$ cat config.mk
export PLATFORM = sky130hd
export DESIGN_NAME = apb_fsm_controller_flat
export DESIGN_NICKNAME = d
export VERILOG_FILES = /design/src/rtl/apb_fsm_controller_if.sv /design/src/rtl/apb_fsm_controller.sv /design/src/flat_wrapper.sv
export SDC_FILE = /design/constraint.sdc
export NUM_CORES = 1
export LEC_CHECK = 0
export BUFFER_PORTS_ARGS = -buffer_cell sky130_fd_sc_hd__buf_2
export CAP_MARGIN = 10
export CORE_AREA = 3 3 103 105
export DETAILED_ROUTE_END_ITERATION = 10
export DIE_AREA = 0 0 106 108
export PLACE_DENSITY = 0.81
export SKIP_CTS_REPAIR_TIMING = 1
export SYNTH_ARGS = -nofsm -noshare
export SYNTH_HDL_FRONTEND = slang
export SYNTH_SLANG_ARGS = --single-unit
$ cat constraint.sdc
create_clock -name Hclk -period 3.4 [get_ports Hclk]
set_clock_uncertainty 0.05 [all_clocks]
set_input_delay 0.68 -clock Hclk [delete_from_list [all_inputs] [get_ports Hclk]]
set_output_delay 0.68 -clock Hclk [all_outputs]
set_load 0.01 [all_outputs]
$ cat src/rtl/apb_fsm_controller_if.sv
// AHB-to-APB bridge control-stage signal bundle: pipelined AHB inputs in, APB request fields out.
interface apb_fsm_controller_if #(
    parameter int unsigned WIDTH  = 32,
    parameter int unsigned SLAVES = 3
);
    logic              valid;
    logic [WIDTH-1:0]  Haddr;
    logic [WIDTH-1:0]  Haddr1;
    logic [WIDTH-1:0]  Haddr2;
    logic [WIDTH-1:0]  Hwdata;
    logic              Hwrite;
    logic              Hwritereg;
    logic [SLAVES-1:0] tempselx;
    logic [WIDTH-1:0]  Prdata_in;
    logic [WIDTH-1:0]  Paddr_in;
    logic              Pwrite_in;
    logic [WIDTH-1:0]  Pwdata_in;
    logic [SLAVES-1:0] Pselx_in;
    logic              Penable_in;
    logic              Hreadyout;
    logic [WIDTH-1:0]  Hrdata;

    // Controller view: sequences the APB phases.
    modport master (
        input  valid, Haddr, Haddr1, Haddr2, Hwdata, Hwrite, Hwritereg, tempselx, Prdata_in,
        output Paddr_in, Pwrite_in, Pwdata_in, Pselx_in, Penable_in, Hreadyout, Hrdata
    );

    // Surrounding-stage view: supplies AHB pipeline, consumes APB request.
    modport slave (
        output valid, Haddr, Haddr1, Haddr2, Hwdata, Hwrite, Hwritereg, tempselx, Prdata_in,
        input  Paddr_in, Pwrite_in, Pwdata_in, Pselx_in, Penable_in, Hreadyout, Hrdata
    );
endinterface

$ cat src/rtl/apb_fsm_controller.sv
// AHB-to-APB bridge control FSM: turns pipelined AHB transfers into APB SETUP/ENABLE phases.
module apb_fsm_controller #(
    parameter int unsigned WIDTH  = 32,
    parameter int unsigned SLAVES = 3
) (
    input  logic                 Hclk,
    input  logic                 Hresetn,
    apb_fsm_controller_if.master bus
);

    typedef enum logic [2:0] {
        ST_IDLE,
        ST_READ,
        ST_RENABLE,
        ST_WWAIT,
        ST_WRITE,
        ST_WRITEP,
        ST_WENABLE,
        ST_WENABLEP
    } state_e;

    state_e              state_q, state_d;
    logic [WIDTH-1:0]    paddr_q, paddr_d;
    logic [WIDTH-1:0]    pwdata_q, pwdata_d;
    logic                pwrite_q, pwrite_d;
    logic [SLAVES-1:0]   psel_q, psel_d;
    logic                penable_q, penable_d;
    logic                hready_q, hready_d;

    // State and APB request registers; reset aborts any transfer in flight.
    always_ff @(posedge Hclk or negedge Hresetn) begin
        if (!Hresetn) begin
            state_q   <= ST_IDLE;
            paddr_q   <= '0;
            pwdata_q  <= '0;
            pwrite_q  <= 1'b0;
            psel_q    <= '0;
            penable_q <= 1'b0;
            hready_q  <= 1'b1;
        end else begin
            state_q   <= state_d;
            paddr_q   <= paddr_d;
            pwdata_q  <= pwdata_d;
            pwrite_q  <= pwrite_d;
            psel_q    <= psel_d;
            penable_q <= penable_d;
            hready_q  <= hready_d;
        end
    end

    // Next state and next APB outputs; address/data/direction hold unless a SETUP loads them.
    always_comb begin
        state_d   = state_q;
        paddr_d   = paddr_q;
        pwdata_d  = pwdata_q;
        pwrite_d  = pwrite_q;
        psel_d    = psel_q;
        penable_d = penable_q;
        hready_d  = hready_q;

        case (state_q)
            ST_IDLE, ST_RENABLE, ST_WENABLE: begin
                if (bus.valid && !bus.Hwrite) begin
                    state_d   = ST_READ;
                    paddr_d   = bus.Haddr;
                    pwrite_d  = 1'b0;
                    psel_d    = bus.tempselx;
                    penable_d = 1'b0;
                    hready_d  = 1'b0;
                end else begin
                    // Writes wait a cycle here so Hwdata reaches its data phase.
                    state_d   = bus.valid ? ST_WWAIT : ST_IDLE;
                    psel_d    = '0;
                    penable_d = 1'b0;
                    hready_d  = 1'b1;
                end
            end

            ST_READ: begin
                state_d   = ST_RENABLE;
                penable_d = 1'b1;
                hready_d  = 1'b1;
            end

            ST_WWAIT: begin
                state_d   = bus.valid ? ST_WRITEP : ST_WRITE;
                paddr_d   = bus.Haddr1;
                pwdata_d  = bus.Hwdata;
                pwrite_d  = 1'b1;
                psel_d    = bus.tempselx;
                penable_d = 1'b0;
                hready_d  = 1'b0;
            end

            ST_WRITE: begin
                state_d   = bus.valid ? ST_WENABLEP : ST_WENABLE;
                penable_d = 1'b1;
                hready_d  = 1'b1;
            end

            ST_WRITEP: begin
                state_d   = ST_WENABLEP;
                penable_d = 1'b1;
                hready_d  = 1'b1;
            end

            ST_WENABLEP: begin
                if (bus.Hwritereg) begin
                    // Pipelined write: its address is now two cycles old.
                    state_d   = bus.valid ? ST_WRITEP : ST_WRITE;
                    paddr_d   = bus.Haddr2;
                    pwdata_d  = bus.Hwdata;
                    pwrite_d  = 1'b1;
                    psel_d    = bus.tempselx;
                    penable_d = 1'b0;
                    hready_d  = 1'b0;
                end else begin
                    state_d   = ST_READ;
                    paddr_d   = bus.Haddr;
                    pwrite_d  = 1'b0;
                    psel_d    = bus.tempselx;
                    penable_d = 1'b0;
                    hready_d  = 1'b0;
                end
            end

            default: begin
                state_d   = ST_IDLE;
                psel_d    = '0;
                penable_d = 1'b0;
                hready_d  = 1'b1;
            end
        endcase
    end

    // Registered outputs onto the bundle; read data passes straight through.
    assign bus.Paddr_in   = paddr_q;
    assign bus.Pwdata_in  = pwdata_q;
    assign bus.Pwrite_in  = pwrite_q;
    assign bus.Pselx_in   = psel_q;
    assign bus.Penable_in = penable_q;
    assign bus.Hreadyout  = hready_q;
    assign bus.Hrdata     = bus.Prdata_in;

endmodule

$ cat src/flat_wrapper.sv
// flat-port wrapper written by rule: the top's interface ports become plain ports
module apb_fsm_controller_flat 
#(
    parameter int unsigned WIDTH  = 32,
    parameter int unsigned SLAVES = 3
)
  (Hclk, Hresetn, bus_valid, bus_Haddr, bus_Haddr1, bus_Haddr2, bus_Hwdata, bus_Hwrite, bus_Hwritereg, bus_tempselx, bus_Prdata_in, bus_Paddr_in, bus_Pwrite_in, bus_Pwdata_in, bus_Pselx_in, bus_Penable_in, bus_Hreadyout, bus_Hrdata);
  apb_fsm_controller_if #(.WIDTH(WIDTH), .SLAVES(SLAVES)) bus_i ();
  input  logic Hclk;
  input  logic Hresetn;
  input wire logic [$bits(bus_i.valid)-1:0] bus_valid;
  input wire logic [$bits(bus_i.Haddr)-1:0] bus_Haddr;
  input wire logic [$bits(bus_i.Haddr1)-1:0] bus_Haddr1;
  input wire logic [$bits(bus_i.Haddr2)-1:0] bus_Haddr2;
  input wire logic [$bits(bus_i.Hwdata)-1:0] bus_Hwdata;
  input wire logic [$bits(bus_i.Hwrite)-1:0] bus_Hwrite;
  input wire logic [$bits(bus_i.Hwritereg)-1:0] bus_Hwritereg;
  input wire logic [$bits(bus_i.tempselx)-1:0] bus_tempselx;
  input wire logic [$bits(bus_i.Prdata_in)-1:0] bus_Prdata_in;
  output wire logic [$bits(bus_i.Paddr_in)-1:0] bus_Paddr_in;
  output wire logic [$bits(bus_i.Pwrite_in)-1:0] bus_Pwrite_in;
  output wire logic [$bits(bus_i.Pwdata_in)-1:0] bus_Pwdata_in;
  output wire logic [$bits(bus_i.Pselx_in)-1:0] bus_Pselx_in;
  output wire logic [$bits(bus_i.Penable_in)-1:0] bus_Penable_in;
  output wire logic [$bits(bus_i.Hreadyout)-1:0] bus_Hreadyout;
  output wire logic [$bits(bus_i.Hrdata)-1:0] bus_Hrdata;
  assign bus_i.valid = bus_valid;
  assign bus_i.Haddr = bus_Haddr;
  assign bus_i.Haddr1 = bus_Haddr1;
  assign bus_i.Haddr2 = bus_Haddr2;
  assign bus_i.Hwdata = bus_Hwdata;
  assign bus_i.Hwrite = bus_Hwrite;
  assign bus_i.Hwritereg = bus_Hwritereg;
  assign bus_i.tempselx = bus_tempselx;
  assign bus_i.Prdata_in = bus_Prdata_in;
  assign bus_Paddr_in = bus_i.Paddr_in;
  assign bus_Pwrite_in = bus_i.Pwrite_in;
  assign bus_Pwdata_in = bus_i.Pwdata_in;
  assign bus_Pselx_in = bus_i.Pselx_in;
  assign bus_Penable_in = bus_i.Penable_in;
  assign bus_Hreadyout = bus_i.Hreadyout;
  assign bus_Hrdata = bus_i.Hrdata;
  apb_fsm_controller #(.WIDTH(WIDTH), .SLAVES(SLAVES)) u_core (.Hclk(Hclk), .Hresetn(Hresetn), .bus(bus_i));
endmodule
==> flow_summary.ini <==
[detailed_routing]
drc = 0
avgViaCountPerCell = 5.38
vias = 3306
wl_per_cell_um = 17.7
wirelength_mm = 10.8
drt_pass1_iterations = 5
postRouteAntennaNets = 0
drt_iter0_drc = 140

[cts]
cts_tree = done
cts_root_buf = clkbuf_8
clkSinkCount = 73
clkTransAtPathRegs_ns = 0.09
h-tree-depth = 3
cts_buffer_depth = 2
insertion_delay_ns = 0.33
cts_buffers = 9

[placed_design]
dp_hpwl_mm = 8.21
placed_cell_area_um2 = 5030
io_buffer_count = 205
place_ws_ns = 0.771
place_congestion = 0.755

[status]
status = complete, no violations

[finish]
area_growth_pct = 23.4
design_area_um2 = 5230
diodes = 0
num-nets-final = 644
drive_above_1_share = 0.655
nFillCells = 864

[floorplanning]
io_pins = 270
initial_core_util = 0.435
die_h_um = 108
core_um2 = 9730
dieArea_um2 = 11400
row_count = 36
die_w_um = 106

[yosys]
synth_area_per_cell_um2 = 13.4
ys_seq_elements = 73
syn-cell-area_um2 = 4230
async_flop_share = 1.00
synthCells = 317
synth_edf_count = 0
yosysTopAreaCell = dfrtp_1
synth-main-ff-cell = dfrtp_1
yosysMostFrequentCell = dfrtp_1
synth.area.top_cells = dfrtp_1, mux2_2, mux2_4
synth.top_cell.area_share = 0.426
synth_nets = 485
synth_warnings = 0
yosys-top-cells-count = dfrtp_1, mux2_2, buf_4
yosysSeqAreaShare = 0.432
synth_cell_types = 31

[global_route]
first_global_vias = 3382
antenna_found_initial = 0
grt_first_pass_wirelength_mm = 16.9
met2_usage = 0.333
grt_max_degree = 74
grt_use_total = 0.186
busiest_layer = met2
grt_use_met1 = 0.210
grt_use_met3 = 0.0418
grt-ovfl-total = 0

[sta]
worst_slack_ns = 1.00
finalSetupTns_ns = 0
drv_slew = 0
post-route-min-period_ns = 2.40
period_share = 0.706
finalSetupViolCount = 0
tightest_slew_ns = 1.25
slew-limit-headroom = 0.168
finalHoldViolations = 0
rsz0062_at_grt = no
max_freq_mhz = 417

[worst_setup_path]
critPathCaptureType = flop
cp_cell_sequence = and3_1, a221o_1, mux2_2
max_stage_delay_ns = 1.09
cp_slowest_cell = and3_1
path_class = reg -> reg
crit_required_ns = 3.62
critPathLaunchType = flop
crit_fanout = 31
worstPathArrival_ns = 2.62

[power_and_ir_drop]
cellPowerDensity_nw_per_um2 = 871
peakVddDrop_v = 0.000393
power_leakage_nw = 2.64

[run]
drv_cap = 0

[hold_path]
min_path_type = in -> async
## cell type report
class	instances	area (um2)	share of cell area
Clock inverter	6	67.6	0.0129
Inverter	4	15.0	0.00287
Clock buffer	10	128	0.0244
Sequential cell	73	1830	0.350
Timing Repair Buffer	210	1070	0.204
Tap cell	133	166	0.0318
Multi-Input combinational cell	178	1960	0.374
## worst paths after layout
path | start | to | slack (ns) | cells after the start
worst max-delay path | u_core.state_q[2]$_DFF_PN0_ | u_core.bus.Paddr_in[2]$_DFFE_PN0P_ | 1.00 | 3
worst min-delay path | Hresetn | u_core.bus.Pwdata_in[13]$_DFFE_PN0P_ | 0.41 | 1
worst max register to register | u_core.state_q[2]$_DFF_PN0_ | u_core.bus.Paddr_in[2]$_DFFE_PN0P_ | 1.00 | 3
worst min register to register | u_core.bus.Pwrite_in$_DFFE_PN0P_ | u_core.bus.Pwrite_in$_DFFE_PN0P_ | 0.43 | 1
max in group asynchronous | Hresetn | u_core.state_q[1]$_DFF_PN0_ | 2.30 | 1
min in group Hclk | u_core.bus.Pwrite_in$_DFFE_PN0P_ | u_core.bus.Pwrite_in$_DFFE_PN0P_ | 0.43 | 1
## where the power goes
part / switching [mW] / internal (mW)
Combinational: 1.04 / 1.23
Clock: 0.330 / 0.342
Sequential: 0.288 / 1.32
## worst max-delay path: cells and delay by family (launching register included)
kind,cells,cell delay [ns]
flip-flops,1,0.72
multiplexers,1,0.15
AND/OR/NAND/NOR,1,1.09
AO/OA/AOI/OAI,1,0.31
## placed cells by master (no fill, tap or decap), drive strengths merged
cell,Yosys,layout
and3,1,1
bufinv,0,1
buf,47,210
and4b,32,32
a21oi,2,2
a22o,3,3
nor2b,1,1
a21o,2,2
inv,4,5
nand2b,1,1
and4,1,1
mux2,94,94
a31o,1,1
o21ai,2,2
dfstp,1,1
o21ba,1,1
a21boi,1,1
a2111oi,1,1
clkinvlp,0,2
nand2,2,2
clkbuf,15,10
clkinv,0,2
o211ai,1,1
a221o,31,31
dfrtp,72,72
a2bb2oi,1,1
## cells by family (layout without fill, tap and decap cells)
group	Yosys count	after routing	share of synthesized area
buf+inv	66	230	0.108
simple gates	38	38	0.0845
mux	94	94	0.272
flops	73	73	0.432
compound gates	46	46	0.103
## registers in the layout (all words and copies together) (netlist names)
| register | count |
|---|---|
| u_core.bus.Paddr_in | 32 |
| u_core.bus.Penable_in | 1 |
| u_core.bus.Hreadyout | 1 |
| u_core.bus.Pwdata_in | 32 |
| u_core.state_q | 3 |
| u_core.bus.Pwrite_in | 1 |
| u_core.bus.Pselx_in | 3 |
## per-layer routing
| layer | share of wire | up-vias |
|---|---|---|
| met5 | 0 | - |
| met4 | 0.026 | 0 |
| met3 | 0.073 | 23 |
| met2 | 0.53 | 172 |
| met1 | 0.37 | 1608 |
| li1 | - | 1503 |
## metrics by stage
step	util	power [mW]	hold slack (ns)	instances
floorplan	-	3.23	0.334	317
global placement	0.517	3.83	0.407	598
detailed placement	0.517	3.93	0.419	598
CTS	0.537	4.61	0.436	614
global route	0.537	4.86	0.459	614
finish	0.537	4.55	0.413	614
Note: power is estimated with default switching activity, not from simulation.
